<file path="config.mk">
export PLATFORM = sky130hd
export DESIGN_NAME = fetch_controller
export DESIGN_NICKNAME = d
export VERILOG_FILES = /design/src/rtl/fetch_controller.sv
export SDC_FILE = /design/constraint.sdc
export NUM_CORES = 1
export LEC_CHECK = 0
export CORE_AREA = 2 2 105 208
export CTS_CLUSTER_DIAMETER = 80
export CTS_CLUSTER_SIZE = 28
export DETAILED_ROUTE_END_ITERATION = 16
export DIE_AREA = 0 0 107 210
export HOLD_SLACK_MARGIN = 0.15
export PLACE_DENSITY = 0.78
export SLEW_MARGIN = 20
export SYNTH_ARGS = -nofsm -noshare
export SYNTH_HDL_FRONTEND = slang
export SYNTH_SLANG_ARGS = --single-unit
</file>
<file path="constraint.sdc">
create_clock -name clk -period 17.7 [get_ports clk]
set_input_delay 5.31 -clock clk [delete_from_list [all_inputs] [get_ports clk]]
set_output_delay 5.31 -clock clk [all_outputs]
set_load 0.01 [all_outputs]
</file>
<file path="src/rtl/fetch_controller.sv">
// Instruction fetch front end: PC/fetch-address registers, a three-state request FSM
// and a 2-entry {instr, pc} buffer feeding decode.
module fetch_controller #(
  parameter int                     PC_WIDTH = 32,
  parameter logic [PC_WIDTH-1:0]    RESET_PC = '0
) (
  input  logic                clk,
  input  logic                reset,
  input  logic                halt,
  input  logic                redirect,
  input  logic [PC_WIDTH-1:0] redirect_pc,
  output logic                imem_req,
  output logic [PC_WIDTH-1:0] imem_addr,
  input  logic                imem_ack,
  input  logic [31:0]         imem_rdata,
  output logic                out_valid,
  output logic [31:0]         out_instr,
  output logic [PC_WIDTH-1:0] out_pc,
  input  logic                out_ready
);

  typedef enum logic [1:0] {IDLE, FETCH, FLUSH} state_t;

  typedef struct packed {
    logic [31:0]         instr;
    logic [PC_WIDTH-1:0] pc;
  } entry_t;

  state_t                state, state_nxt;
  logic [PC_WIDTH-1:0]   pc, pc_nxt, fetch_addr, addr_nxt, pc_inc;
  entry_t [1:0]          fifo;
  logic [1:0]            count, count_after, wr_idx;
  logic                  pop, push, slot_free;

  // A redirect cancels both sides of the buffer in the same cycle.
  assign pop         = out_valid & out_ready & ~redirect;
  assign push        = (state == FETCH) & imem_ack & ~redirect;
  assign count_after = count - {1'b0, pop} + {1'b0, push};
  assign slot_free   = (count_after != 2'd2);
  assign wr_idx      = count - {1'b0, pop};
  assign pc_inc      = fetch_addr + PC_WIDTH'(1);

  always_ff @(posedge clk or posedge reset) begin
    if (reset) begin
      state      <= IDLE;
      pc         <= RESET_PC;
      fetch_addr <= RESET_PC;
    end else begin
      state      <= state_nxt;
      pc         <= pc_nxt;
      fetch_addr <= addr_nxt;
    end
  end

  always_comb begin
    state_nxt = state;
    pc_nxt    = pc;
    addr_nxt  = fetch_addr;
    case (state)
      IDLE: begin
        if (redirect) begin
          pc_nxt = redirect_pc;
          if (!halt) begin
            state_nxt = FETCH;
            addr_nxt  = redirect_pc;
          end
        end else if (!halt && slot_free) begin
          state_nxt = FETCH;
          addr_nxt  = pc;
        end
      end
      FETCH: begin
        if (imem_ack) begin
          if (redirect) begin
            pc_nxt    = redirect_pc;
            addr_nxt  = redirect_pc;
            state_nxt = halt ? IDLE : FETCH;
          end else begin
            pc_nxt    = pc_inc;
            addr_nxt  = pc_inc;
            state_nxt = (!halt && slot_free) ? FETCH : IDLE;
          end
        end else if (redirect) begin
          // Old address stays on the bus until the memory acks it.
          pc_nxt    = redirect_pc;
          state_nxt = FLUSH;
        end
      end
      FLUSH: begin
        if (redirect) pc_nxt = redirect_pc;
        if (imem_ack) begin
          addr_nxt  = redirect ? redirect_pc : pc;
          state_nxt = halt ? IDLE : FETCH;
        end
      end
      default: state_nxt = IDLE;
    endcase
  end

  always_comb begin
    imem_req = (state != IDLE);
  end

  assign imem_addr = fetch_addr;
  assign out_valid = (count != 2'd0);
  assign out_instr = fifo[0].instr;
  assign out_pc    = fifo[0].pc;

  // Shift buffer: slot 0 is always the head, so outputs only move on a pop.
  always_ff @(posedge clk or posedge reset) begin
    if (reset) begin
      count <= 2'd0;
      fifo  <= '0;
    end else if (redirect) begin
      count <= 2'd0;
    end else begin
      count <= count_after;
      if (pop)  fifo[0] <= fifo[1];
      if (push) fifo[wr_idx[0]] <= '{instr: imem_rdata, pc: imem_addr};
    end
  end

endmodule

</file>
==> results of run 1 <==
==> critical path: cells and delay by family <==
family	cells	cell delay [ns]
AO/OA/AOI/OAI	3	1.29
XOR/XNOR	1	0.23
adder cells (fa/ha/maj)	1	0.26
AND/OR/NAND/NOR	2	1.10
buffers and inverters	5	1.57
==> placed cells by master, fill, tap and decap left out, types with 4 or more instances in the layout <==
master           count
mux2_2              67
nor4_1               6
a211oi_1             5
a22oi_1             12
dfrtp_1            196
a221o_1              5
xor2_1              10
and3_1               8
xnor2_1             19
nand4_1             12
a21oi_1             59
inv_1                8
mux2i_1             69
nor2_1              39
nand2_1            107
o21ai_0            117
clkbuf_16           17
nand2b_1             5
a31oi_1              5
o22ai_1             25
buf_4                8
nand3_1              8
o2bb2ai_1            8
inv_6                5
clkdlybuf4s50_1    166
nor3_1              15
o31ai_1              4
==> final cells by class <==
| class | instances | share of cell area, % |
|---|---|---|
| multi-input cells | 658 | 36.8 |
| diodes | 1 | 0.0209 |
| clock buffers | 18 | 3.58 |
| repair buffers | 177 | 14.6 |
| inverters | 9 | 0.344 |
| flip-flops and latches | 196 | 40.9 |
| clock inverters | 14 | 0.980 |
| well taps | 269 | 2.81 |
==> per-stage QoR <==
stage               cells  power (mW)  cell area (sq um)
floorplan            1007        1.21              10200
global placement     1308        1.41              11400
detailed placement   1309        1.44              11400
CTS                  1341        1.81              12000
global route         1342        1.91              12000
finish               1342        1.80              12000
==> flip-flops by register name, indices dropped and copies added (netlist names) <==
| signal | cells |
|---|---|
| out_instr | 32 |
| pc | 32 |
| fifo | 64 |
| out_pc | 32 |
| state | 2 |
| imem_addr | 32 |
| count | 2 |
==> power by group <==
part / total (mW) / internal [mW] / switching (mW)
clock: 0.365 / 0.184 / 0.180
combinational: 0.623 / 0.350 / 0.273
sequential: 0.809 / 0.627 / 0.181
==> worst max path at each step <==
stage          startpoint  slack (ns)            end  cells after the start
5_1_grt          redirect        7.86  imem_addr[18]                     12
3_3_place_gp     redirect        7.93  imem_addr[18]                     12
4_1_cts          redirect        8.28  imem_addr[18]                     12
2_1_floorplan       reset        7.05       count[0]                      1
6_report         redirect        8.18  imem_addr[18]                     12
3_5_place_dp     redirect        7.84  imem_addr[18]                     12
==> layer usage <==
metal | wire, microns | GRT usage, % | up-vias
met3 | 1220 | 3.53 | 96
met5 | 0 | 0 | -
met1 | 9870 | 27.3 | 3917
met2 | 14200 | 42.1 | 346
met4 | 1600 | 16.3 | 0
li1 | - | - | 3619
==> logic make-up after synthesis <==
group | synth area share, %
xor gates and xnor gates | 2.70
DFF | 48.0
AOI/OAI and AO/OA | 15.2
buffers and inverters | 9.11
adders and majority gates | 0.367
muxes | 14.1
and+or+nand+nor | 10.5
==> impl_metrics.yaml, run 1 <==
critical_path:
  slowest_delay_ns: 0.91
  reg2reg_slack_ns: 12.76
  r2r_start: "state[0]"
  path_cells: "buf_2 -> buf_4 -> inv_1 -> buf_4 -> nand3_1 -> inv_1 -> ha_1 -> xnor3_1 -> nor3_1 -> o21a_1 -> a21oi_1 -> o2bb2a_1"
  worst_r2r_endpoint: "imem_addr[18]"
  reg2regPathDepth: 10
  worst_setup_path_start_kind: "input pin"
  crit_slowest_cell: "o21a_1"
  crit_type: "input pin to flop"
  critPathCaptureType: "flop"
  worstPathRequired_ns: 18.01
  cp_data_arrival_time_ns: 9.83
  critPathMaxFanout: 61
yosys:
  syn_inst: 1007
  yosysSeqAreaShare_pct: 48.0
  synth_common_cells: "dfrtp_1, o21ai_0, nand2_1, buf_4, mux2i_1"
  synth_area_leaders: "dfrtp_1, mux2_2, mux2i_1"
  synth_top_flop_cell: "dfrtp_1"
  async_flop_share_pct: 100
  synth.largest_area_cell: "dfrtp_1"
  syn-num-nets: 1080
  yosysUniqueCellTypes: 63
  synth_seq_cells: 196
  post-synth-top-count-cell: "dfrtp_1"
  synth_top_area_share_pct: 48.0
  synth_area_sq_mm: 0.0102
  synth-edff-count: 0
  synth_area_per_cell_sq_um: 10.2
  yosysWarnings: 0
pwr:
  power_density_mw_per_mm2: 150
  irDropWorstVdd_v: 0.0000655
  power.leakage_nw: 4.76
final_layout:
  multiInputGateArea_sq_mm: 0.00442
  fin_util_pct: 57.3
  ff_latch_area_sq_mm: 0.00490
  fin_nets: 1132
  fillCellCount: 1807
  syn_to_final_growth_pct: 17.3
  drive_gt1_share_pct: 11.8
placed_design:
  place_congestion: 0.934
  io_buffers: 167
  dp_slack_ns: 7.84
  dp_hpwl_mm: 18.4
timing:
  slew_headroom_pct: 27.0
  max_freq_mhz: 105
  finalSetupViolCount: 0
  finalHoldViolCount: 0
  period_needed_ns: 9.52
  worst_pin_slew_ns: 1.09
  whs_ns: 0.495
  fin_crit_sh_pct: 53.8
  finalMaxSlewViolations: 0
  skew_ns: 0.0115
  rsz0062_at_grt: "no"
  fin_ws_ns: 8.18
  final.setup.tns_ns: 0
min_path:
  holdPathEnd: "pc[4]"
  min_from: "pc[4]"
  whs_path_depth: 2
  hp-class: "flop to flop"
flow_run:
  drv_cap: 0
floorplan:
  rows: 75
  die_h_microns: 210
  core_area_sq_mm: 0.0209
  initial_utilization_pct: 48.9
  die_w_microns: 107
  io_pins: 168
  die_area_sq_mm: 0.0225
route:
  wl_per_cell_microns: 20.0
  drc: 0
  drtAntennaViolNets: 0
  via_per_inst: 5.94
  route.vias.total: 7978
  drtPass1Iterations: 5
  drtIter0Drc: 583
  detail_route.wirelength_mm: 26.9
clocking:
  cts_setup_buffers: 0
  cts-resized-gates: 0
  clock-root-buffer: "clkbuf_16"
  cts_tree: "done"
  cts_inserted_buffers: 17
  clk_latency_ns: 0.43
  cts_htree_levels: 4
  cts_sinks: 196
  ctsLongestPathBuffers: 2
  clk_pin_slew_worst_paths_ns: 0.07
  cts_hold_buf: 0
grt:
  overflow: 0
  grt_pass1_vias: 8192
  grt_pass1_wl_mm: 42.5
  grt_usage_pct: 24.3
  grt_max_degree: 129
  antenna_found_initial: 1
status:
  status: "complete, no violations"
No activity file was read; power rests on OpenSTA's default activity.
==> inputs of run 2 (changes only) <==
CORE_AREA = 2 2 106 210   (was 2 2 105 208)
DIE_AREA = 0 0 108 212   (was 0 0 107 210)
PLACE_DENSITY = 0.8   (was 0.78)
clock period = 8.5 ns   (was 17.7 ns; I/O delays follow)
==> run 2 against run 1 <==
Net effect:
- non-clock buffer count rose by 5
- via count rose by 0.56%
- sequential power rose by 110%
- wire length rose by 1.1%
- clock power rose by 120%
- hold slack got worse by 0.0043 ns
- critical path depth did not move
- core utilization fell by 0.84 points
- critical path type unchanged
- critical endpoint is now imem_addr[25]
- largest power group unchanged
==> impl_metrics.yaml, run 2 (synthesis gave the netlist of run 1 again) <==
critical_path:
  critPathMaxFanout: 20
  slowest_delay_ns: 0.60
  worst_setup_path_start_kind: "input pin"
  path_cells: "buf_2 -> inv_1 -> and3_4 -> ha_1 -> inv_1 -> ha_1 -> xnor3_1 -> nor3_1 -> o21ai_4 -> buf_4 -> mux2i_1 -> a311oi_1"
  critPathCaptureType: "flop"
  worstPathRequired_ns: 8.85
  reg2regPathDepth: 12
  cp_data_arrival_time_ns: 6.09
  crit_type: "input pin to flop"
  crit_slowest_cell: "and3_4"
route:
  drc: 0
  drtPass1Iterations: 6
  route.vias.total: 8023
  via_per_inst: 5.94
  drtAntennaViolNets: 0
  drtIter0Drc: 896
  wl_per_cell_microns: 20.1
  detail_route.wirelength_mm: 27.2
grt:
  overflow: 0
  grt_pass1_wl_mm: 42.5
  grt_usage_pct: 24.2
  grt_pass1_vias: 8061
  antenna_found_initial: 0
  grt_max_degree: 140
final_layout:
  fin_util_pct: 56.5
  fin_nets: 1137
  final_common_cell: "dfrtp_1"
  largest_reg_flops: 64
  fin_area_sq_mm: 0.0121
  final_cells: 1350
  drive_gt1_share_pct: 12.4
  fillCellCount: 1861
  largest-register: "fifo"
  ff_latch_area_sq_mm: 0.00490
  antenna_cells: 0
  final_cell_mix: "dfrtp_1, clkdlybuf4s50_1, o21ai_0"
  syn_to_final_growth_pct: 18.2
  multiInputGateArea_sq_mm: 0.00443
timing:
  fin_ws_ns: 2.76
  skew_ns: 0.0116
  finalHoldViolCount: 0
  finalMaxSlewViolations: 0
  rsz0062_at_grt: "no"
  fin_crit_sh_pct: 67.5
  max_freq_mhz: 174
  finalSetupViolCount: 0
  whs_ns: 0.491
  worst_pin_slew_ns: 1.13
  slew_headroom_pct: 24.3
  period_needed_ns: 5.74
  final.setup.tns_ns: 0
clocking:
  cts-resized-gates: 0
  clk_latency_ns: 0.44
  ctsLongestPathBuffers: 2
  cts_inserted_buffers: 17
  cts_setup_buffers: 0
  clock-root-buffer: "clkbuf_16"
  cts_sinks: 196
  cts_tree: "done"
  cts_hold_buf: 0
  clk_pin_slew_worst_paths_ns: 0.07
  cts_htree_levels: 4
floorplan:
  rows: 76
  initial_utilization_pct: 47.8
  die_area_sq_mm: 0.0229
  die_h_microns: 212
  io_pins: 168
  die_w_microns: 108
  core_area_sq_mm: 0.0214
placed_design:
  place_congestion: 0.914
  placed_cells: 1318
  placed_area_sq_mm: 0.0115
  dp_slack_ns: 2.43
  io_buffers: 167
  dp_hpwl_mm: 18.6
min_path:
  whs_path_depth: 2
  hp-class: "flop to flop"
flow_run:
  drv_cap: 0
status:
  status: "complete, no violations"
pwr:
  power_density_mw_per_mm2: 314
  irDropWorstVdd_v: 0.000148
  total_power_mw: 3.80
  power.leakage_nw: 4.80
## run 2: cell count changes in the layout (fill, tap and decap cells not counted), moves of 2 or more
cell	change
buf_6	-2
buf_4	+7
clkinv_2	-2
inv_8	+2
## run 2: power breakdown
part	total [mW]	internal (mW)	switching (mW)
registers	1.69	1.31	0.384
logic	1.30	0.732	0.566
clock network	0.812	0.419	0.393
## run 2: area by class of cell
type	instances	share of cell area, %
tap	273	2.83
inverter	9	0.342
sequential	196	40.6
multi-input combinational	658	36.6
clock buffer	17	3.52
clock inverter	15	1.38
timing repair buffer	182	14.7
## run 2: critical path: cells and delay by family
family / cells / cell delay (ns)
and+or+nand+nor: 2 / 1.09
buffers and inverters: 4 / 1.02
adders and majority gates: 2 / 0.55
AOI/OAI and AO/OA: 2 / 0.48
xor gates and xnor gates: 1 / 0.23
muxes: 1 / 0.14
## run 2: final timing paths
| path | start | slack [ns] | to |
|---|---|---|---|
| worst max-delay path | redirect | 2.76 | imem_addr[25] |
| worst max register to register | state[0] | 4.93 | imem_addr[25] |
| min in group asynchronous | reset | 2.72 | fifo[113] |
| max in group asynchronous | reset | 4.53 | fifo[76] |
| worst min register to register | pc[4] | 0.49 | pc[4] |
| worst min-delay path | pc[4] | 0.49 | pc[4] |
## run 2: per-layer routing
layer | share of wire, % | track usage, % | vias up
li1 | - | - | 3647
met3 | 5.4 | 4.14 | 89
met4 | 5.3 | 15.3 | 0
met1 | 36 | 26.8 | 3954
met2 | 53 | 42.4 | 333
met5 | 0 | 0 | -
